$ cat config.mk
export PLATFORM = sky130hd
export DESIGN_NAME = puf_uart_framer
export DESIGN_NICKNAME = d
export VERILOG_FILES = /design/src/rtl/puf_uart_framer.sv
export SDC_FILE = /design/constraint.sdc
export NUM_CORES = 1
export LEC_CHECK = 0
export CAP_MARGIN = 20
export CORE_UTILIZATION = 29
export CTS_CLUSTER_DIAMETER = 60
export DETAILED_ROUTE_END_ITERATION = 8
export GPL_ROUTABILITY_DRIVEN = 0
export PLACE_DENSITY = 0.46
export SLEW_MARGIN = 25
export SYNTH_ARGS = -nofsm -noshare
export SYNTH_HDL_FRONTEND = slang
export SYNTH_SLANG_ARGS = --single-unit
export TNS_END_PERCENT = 10
$ cat constraint.sdc
create_clock -name clk_100MHz -period 2.6 [get_ports clk_100MHz]
set_input_delay 0.26 -clock clk_100MHz [delete_from_list [all_inputs] [get_ports clk_100MHz]]
set_output_delay 0.26 -clock clk_100MHz [all_outputs]
set_load 0.1 [all_outputs]
$ cat src/rtl/puf_uart_framer.sv
// puf_uart_framer: UART command front-end for a PUF.
// Command 0x01 followed by a challenge byte triggers one PUF evaluation.
// The response is returned as a framed byte stream on the UART TX handshake:
//   good  : HEADER, challenge, response bytes (MSB first), XOR checksum
//   error : ERR_HEADER, challenge   (no response within TIMEOUT_CYCLES)
module puf_uart_framer #(
  parameter int          RESP_BYTES     = 2,
  parameter int          CHAL_BITS      = 4,
  parameter logic [7:0]  HEADER         = 8'hA5,
  parameter logic [7:0]  ERR_HEADER     = 8'h5A,
  parameter int          TIMEOUT_CYCLES = 1000000
) (
  input  logic                    clk_100MHz,
  input  logic                    rst,
  input  logic [7:0]              rx_data,
  input  logic                    rx_valid,
  output logic [7:0]              tx_data,
  output logic                    tx_start,
  input  logic                    tx_busy,
  output logic                    puf_start,
  output logic [CHAL_BITS-1:0]    challenge,
  input  logic                    puf_done,
  input  logic [8*RESP_BYTES-1:0] puf_resp,
  output logic                    busy,
  output logic                    err_timeout,
  output logic [15:0]             frame_count
);

  localparam int FLEN = RESP_BYTES + 3;
  localparam int IW   = $clog2(FLEN);
  // The wait counter only has to reach TIMEOUT_CYCLES-1.
  localparam int TW   = (TIMEOUT_CYCLES > 1) ? $clog2(TIMEOUT_CYCLES) : 1;

  typedef enum logic [2:0] {
    IDLE, GET_CHAL, EVAL, WAIT_RESP, LOAD, SEND, WAIT_TX
  } state_t;

  state_t                 state;
  logic [FLEN-1:0][7:0]   frame_buf;
  logic [FLEN-1:0][7:0]   good_frame;
  logic [IW-1:0]          byte_idx;
  logic [IW-1:0]          last_idx;
  logic [TW-1:0]          wait_cnt;
  logic                   frame_good;
  logic [7:0]             chal_byte;
  logic [7:0]             csum;

  // Challenge zero-extended to a full byte for the frame.
  always_comb begin
    chal_byte = '0;
    chal_byte[CHAL_BITS-1:0] = challenge;
  end

  // Checksum over header, challenge and response bytes, plain 8-bit XOR.
  always_comb begin
    csum = HEADER ^ chal_byte;
    for (int i = 0; i < RESP_BYTES; i++)
      csum = csum ^ puf_resp[8*(RESP_BYTES-i)-1 -: 8];
  end

  // Good frame assembled straight from the live response so it can be
  // captured in the same cycle puf_done is seen.
  always_comb begin
    good_frame    = '0;
    good_frame[0] = HEADER;
    good_frame[1] = chal_byte;
    for (int i = 0; i < RESP_BYTES; i++)
      good_frame[2+i] = puf_resp[8*(RESP_BYTES-i)-1 -: 8];
    good_frame[FLEN-1] = csum;
  end

  // Main control FSM; every output is a register written here.
  always_ff @(posedge clk_100MHz) begin
    if (rst) begin
      state       <= IDLE;
      tx_data     <= '0;
      tx_start    <= 1'b0;
      puf_start   <= 1'b0;
      challenge   <= '0;
      busy        <= 1'b0;
      err_timeout <= 1'b0;
      frame_count <= '0;
      frame_buf   <= '0;
      byte_idx    <= '0;
      last_idx    <= '0;
      wait_cnt    <= '0;
      frame_good  <= 1'b0;
    end else begin
      case (state)
        IDLE: begin
          if (rx_valid && rx_data == 8'h01) begin
            state <= GET_CHAL;
            busy  <= 1'b1;
          end
        end
        GET_CHAL: begin
          // Any byte here is the challenge, including another 0x01.
          if (rx_valid) begin
            challenge   <= rx_data[CHAL_BITS-1:0];
            err_timeout <= 1'b0;
            puf_start   <= 1'b1;
            state       <= EVAL;
          end
        end
        EVAL: begin
          puf_start <= 1'b0;
          wait_cnt  <= '0;
          state     <= WAIT_RESP;
        end
        WAIT_RESP: begin
          // puf_done is checked first so it wins over a same-cycle timeout.
          if (puf_done) begin
            frame_buf  <= good_frame;
            last_idx   <= IW'(FLEN-1);
            frame_good <= 1'b1;
            byte_idx   <= '0;
            state      <= LOAD;
          end else if (wait_cnt == TW'(TIMEOUT_CYCLES-1)) begin
            err_timeout  <= 1'b1;
            frame_buf    <= '0;
            frame_buf[0] <= ERR_HEADER;
            frame_buf[1] <= chal_byte;
            last_idx     <= IW'(1);
            frame_good   <= 1'b0;
            byte_idx     <= '0;
            state        <= LOAD;
          end else begin
            wait_cnt <= wait_cnt + TW'(1);
          end
        end
        LOAD: begin
          // Only place tx_data changes; tx_start is low here.
          tx_data <= frame_buf[byte_idx];
          state   <= SEND;
        end
        SEND: begin
          if (tx_start && tx_busy) begin
            tx_start <= 1'b0;
            state    <= WAIT_TX;
          end else if (!tx_start && !tx_busy) begin
            tx_start <= 1'b1;
          end
        end
        WAIT_TX: begin
          if (!tx_busy) begin
            if (byte_idx == last_idx) begin
              if (frame_good) frame_count <= frame_count + 16'd1;
              busy  <= 1'b0;
              state <= IDLE;
            end else begin
              byte_idx <= byte_idx + IW'(1);
              state    <= LOAD;
            end
          end
        end
        default: begin
          state     <= IDLE;
          busy      <= 1'b0;
          tx_start  <= 1'b0;
          puf_start <= 1'b0;
        end
      endcase
    end
  end

endmodule

Yosys cells after proc, flatten, opt, wreduce, memory -nomap -nowiden
Cells that the tools add are included.
{"block": "op_classes", "add_sub_neg": 3, "magnitude_cmp": 1, "n_eq_ne": 20, "mux": 37, "n_bitwise": 7, "reduce_logical": 23}
{"op": "2-to-1 mux 40 bit", "n": 2}
{"op": "2-to-1 mux 20 bit", "n": 2}
{"op": "one-hot mux 20 bit (2 select lines)", "n": 1}
{"op": "2-to-1 mux 3 bit", "n": 13}
{"op": "binary-select mux 8 bit (select 3 bit)", "n": 1}
{"op": "one-hot mux 3 bit (7 select lines)", "n": 1}
{"op": "adder 20 x 1 -> 20 bit, second input constant", "n": 1}
{"op": "== test 20 bit, second input constant", "n": 1}
{"op": "!= test 2 bit, second input constant", "n": 9}
{"op": "adder 16 x 1 -> 16 bit, second input constant", "n": 1}
{"op": "AND reduction 4 bit", "n": 4}
{"op": "bitwise XOR 8 bit", "n": 2}
{"op": "2-to-1 mux 1 bit", "n": 11}
{"op": "OR reduction 5 bit", "n": 2}
{"op": "== test 3 bit, second input constant", "n": 3}
{"op": "== test 8 x 1 -> 1 bit, second input constant", "n": 1}
{"op": "2-to-1 mux 8 bit", "n": 1}
{"op": "AND reduction 2 bit", "n": 4}
{"op": "nonzero test 2 bit", "n": 4}
{"op": "== test 3 x 2 -> 1 bit, second input constant", "n": 2}
{"op": "!= test 3 bit, second input constant", "n": 2}
{"op": "one-hot mux 1 bit (2 select lines)", "n": 3}
{"op": "one-hot mux 3 bit (2 select lines)", "n": 1}
{"op": "OR reduction 6 bit", "n": 1}
{"op": "12 further kinds", "n": 18}
{"block": "totals", "regBits": 102, "word_cells": 108}

Depth between registers and ports, before layout
{"block": "logic_depth", "word_depth": 5, "ltp_mapped": 9, "ltp_nobuf": 7}

Worst setup path before layout
No wires, ideal clock.
{"block": "synth_timing", "path_type": "register to register", "start": "register byte_idx[0]", "end": "register frame_count[3]", "arrival_ns": 2.199, "slack_ns": 0.334, "path_stages_with_launch": 10, "n_path_buf": 2, "synth_period_minus_slack_ns": 2.266, "cell_sequence": "dfxtp_1 -> clkbuf_1 -> inv_1 -> ha_1 -> nor2b_1 -> and4_1 -> clkbuf_1 -> nand4_1 -> xor2_1 -> nor2_1"}
{"block": "synth_via", "elab_chain_cells": 2}
{"element": "start: declaration", "line": "41", "text": "logic [IW-1:0] byte_idx;"}
{"element": "start signal: assignment", "line": "151", "text": "byte_idx <= byte_idx + IW'(1);"}
{"element": "== test 3 bit", "line": "146", "text": "if (byte_idx == last_idx) begin"}
{"element": "AND reduction 4 bit (no source line)"}
{"element": "end signal: assignment", "line": "147", "text": "if (frame_good) frame_count <= frame_count + 16'd1;"}
{"element": "end: declaration", "line": "26", "text": "output logic [15:0] frame_count"}
Every way passes these cells.
A chain may end at the register's enable or synchronous reset.

Worst setup path in the final report
{"block": "layout_timing", "start": "register wait_cnt[2]", "end": "register wait_cnt[19]"}
{"block": "layout_via", "elab_chain_cells": 4}
{"element": "start: declaration", "line": "43", "text": "logic [TW-1:0] wait_cnt;"}
{"element": "start signal: assignment", "line": "128", "text": "wait_cnt <= wait_cnt + TW'(1);"}
{"element": "adder 20 x 1 -> 20 bit", "line": "128"}
{"element": "2-to-1 mux 20 bit", "line": "118", "text": "end else if (wait_cnt == TW'(TIMEOUT_CYCLES-1)) begin"}
{"element": "2-to-1 mux 20 bit", "line": "112", "text": "if (puf_done) begin"}
{"element": "one-hot mux 20 bit (2 select lines)", "line": "89", "text": "case (state)"}
Several ways; a longest one is shown, not always the timed one. The select of a mux whose other input is x is not followed.

==> results.sh <==
export IMPL_status="complete, no violations"
export IMPL_cts_sinks=88
export IMPL_final_cell_mix="88 x dfxtp_1, 52 x a21oi_1, 51 x nor2_1, 51 x nand2_1, 48 x buf_4"
export IMPL_hp_class="input port to flop"
export IMPL_grt_pass1_wl_um=18400
export IMPL_fmax_ghz=0.493
export IMPL_num_vias=3792
export IMPL_start_kind="flop"
export IMPL_cts_tree="yes"
export IMPL_areaGrowthSynthToFinish_pct=23.3
export IMPL_relSlewSlack_pct=54.3
export IMPL_coreArea_um2=14100
export IMPL_grt_remaining_overflow=0
export IMPL_ant_nets=0
export IMPL_nNetsFinal=596
export IMPL_seqCellArea_um2=1760
export IMPL_ctsResizeCount=0
export IMPL_period_share_pct=78.0
export IMPL_die_h_um=123
export IMPL_dp_hpwl_um=7630
export IMPL_end_kind="flop"
export IMPL_grt_setup_unrepaired="no"
export IMPL_initialDrtViolationCount=224
export IMPL_postCtsHoldBufs=0
export IMPL_vdd_drop_max_uv=278
export IMPL_dr_pass1_iters=4
export IMPL_grtUsageTotal_pct=15.7
export IMPL_hold_viol_final=0
export IMPL_synth_area_um2=4250
export IMPL_mostFrequentLayoutCell="dfxtp_1"
export IMPL_die_width_um=123
export IMPL_drcViolationCount=0
export IMPL_drive_gt1_share_pct=13.3
export IMPL_final_fill_count=1505
export IMPL_cts_max_path_buffers=2
export IMPL_io_buffers=60
export IMPL_holdWs_ns=0.408
export IMPL_cp_required_ns=2.88
export IMPL_fin_setup_tns_ns=0
export IMPL_cts_made_buffers=9
export IMPL_antenna_found_initial=0
export IMPL_clk_pin_slew_ns=0.06
export IMPL_setup_slack_ns=0.571
export IMPL_synthCells=506
export IMPL_synth_cell_type_count=50
export IMPL_synth_xor_xnor_area_share_pct=6.38
export IMPL_wl_per_cell_um=14.8
export IMPL_finClkSkew_ns=0.00904
export IMPL_io_pins=61
export IMPL_synth_warning_count=0
export IMPL_synth_edf_count=0
export IMPL_power_density_nw_per_um2=548
export IMPL_drv_slew=0
export IMPL_maxCapViolCount=0
export IMPL_cts_setup_buffers=0
export IMPL_insertedDiodeCount=0
export IMPL_cts_htree_levels=3
export IMPL_yosys_area_share_simple_pct=25.9
export IMPL_synth_adder_area_share_pct=1.47
export IMPL_clock_root_buffer="clkbuf_16"
export IMPL_power_mw=2.87
export IMPL_critical_path_class="flop to flop"
export IMPL_async_reset_ff_share_pct=0
export IMPL_critPathMaxFanout=7
export IMPL_insertion_delay_ns=0.34
export IMPL_utilization_pct=37.2
export IMPL_ys_seq_area_share_pct=41.4
export IMPL_initial_core_util_pct=30.2
export IMPL_power_leakage_nw=1.82
export IMPL_pre_cts_ws_ns=0.574
export IMPL_ys_flop_type="dfxtp_1"
export IMPL_synth_seq_cells=88
export IMPL_syn_nets=540
export IMPL_multi_input_area_um2=2310
export IMPL_setup_violations=0
export IMPL_rows=43
export IMPL_vias_per_cell=5.09
export IMPL_worstPathArrival_ns=2.31
export IMPL_grt_max_degree=43
export IMPL_worst_pin_slew_ns=0.684
export IMPL_grt_pass1_vias=3603
export IMPL_yosys_mux_area_fraction_pct=4.80
export IMPL_synth_avg_cell_area_um2=8.40
export IMPL_synth_top_family_by_area="simple AND/OR/NAND/NOR gates"
export IMPL_die_area_um2=15200
export IMPL_fin_crit_ns=2.03
export IMPL_synth_compound_area_share_pct=15.7
export IMPL_routed_wl_um=11000
## critical path, stage by stage, from the launching register on
cell and delay (ns):
dfxtp_1 0.44, nand4_2 0.22, nor4_2 0.56, nand4_1 0.18, or4_1 0.42, a21oi_1 0.15
## per-layer routing
metal  GRT usage [%]  vias up  routed length (um)
met5               0        -                   0
met4            6.55        0                 187
met3            2.72       11                 347
met2            23.8       64                4880
met1            21.9     1793                5590
li1                -     1924                   -
## stage by stage
stage / instance area (um2) / cells
after floorplan: 4250 / 506
after CTS: 5240 / 745
after global routing: 5240 / 745
after global placement: 4970 / 731
final: 5240 / 745
after detailed placement: 4970 / 731
## cells by family after synthesis
group | after synthesis
AO/OA/AOI/OAI | 110
buffers and inverters | 42
XOR/XNOR | 31
adder cells (fa/ha/maj) | 5
flip-flops | 88
AND/OR/NAND/NOR | 215
multiplexers | 15
## report_power, final
group          switching [mW]  leakage, nW  total (mW)  internal [mW]
combinational           0.140        0.978       0.236         0.0962
sequential             0.0279        0.709        1.39           1.36
clock                   0.515        0.130        1.25          0.736
total                   0.682         1.82        2.87           2.19
## synth_stat cells (2+ instances only)
master / number / share of area (%)
nor3_1: 6 / 0.71
a211oi_1: 11 / 1.9
xor2_1: 15 / 3.1
nand2b_1: 5 / 0.74
dfxtp_1: 88 / 41
inv_1: 10 / 0.88
a21oi_1: 52 / 6.1
clkbuf_1: 26 / 2.3
o21ai_1: 10 / 1.2
a22oi_1: 9 / 1.6
or3_1: 9 / 1.3
nor2_1: 52 / 4.6
o211ai_1: 3 / 0.53
and2_1: 3 / 0.44
ha_1: 5 / 1.5
a2bb2oi_1: 2 / 0.41
nand2_1: 51 / 4.5
nor4_1: 6 / 0.88
buf_6: 2 / 0.53
mux2_2: 3 / 0.79
and4_1: 4 / 0.82
nand4_1: 15 / 2.2
o21ai_0: 6 / 0.71
xnor2_1: 16 / 3.3
mux4_2: 4 / 2.1
and3_1: 7 / 1.0
o31ai_1: 6 / 1.1
or4_1: 6 / 1.1
buf_1: 2 / 0.18
nand3_1: 37 / 4.4
nor2b_1: 5 / 0.74
a31oi_1: 5 / 0.74
mux2i_1: 8 / 1.9
## state kept, by name (all words and copies together), names as in the netlist
| name | count |
|---|---|
| frame_buf | 30 |
| wait_cnt | 20 |
| challenge | 4 |
| tx_data | 8 |
| byte_idx | 3 |
| frame_count | 16 |
| err_timeout | 1 |
| tx_start | 1 |
| busy | 1 |
| state | 3 |
| puf_start | 1 |
## final cells by class
class                      count  share of cell area, %
inverter                      11                  0.787
tap                          180                   4.29
multi-input combinational    376                   44.0
clock buffer                  13                   4.58
timing repair buffer          76                   12.1
sequential                    88                   33.6
clock inverter                 1                  0.573
## worst paths after layout
kind,start,end,slack [ns],cells after the start
worst max register to register,wait_cnt[2],wait_cnt[19],0.57,5
worst min register to register,frame_buf[27],frame_buf[27],0.47,2
worst min-delay path,rst,challenge[2],0.41,3
worst max-delay path,wait_cnt[2],wait_cnt[19],0.57,5
No activity file was read; power rests on OpenSTA's default activity.
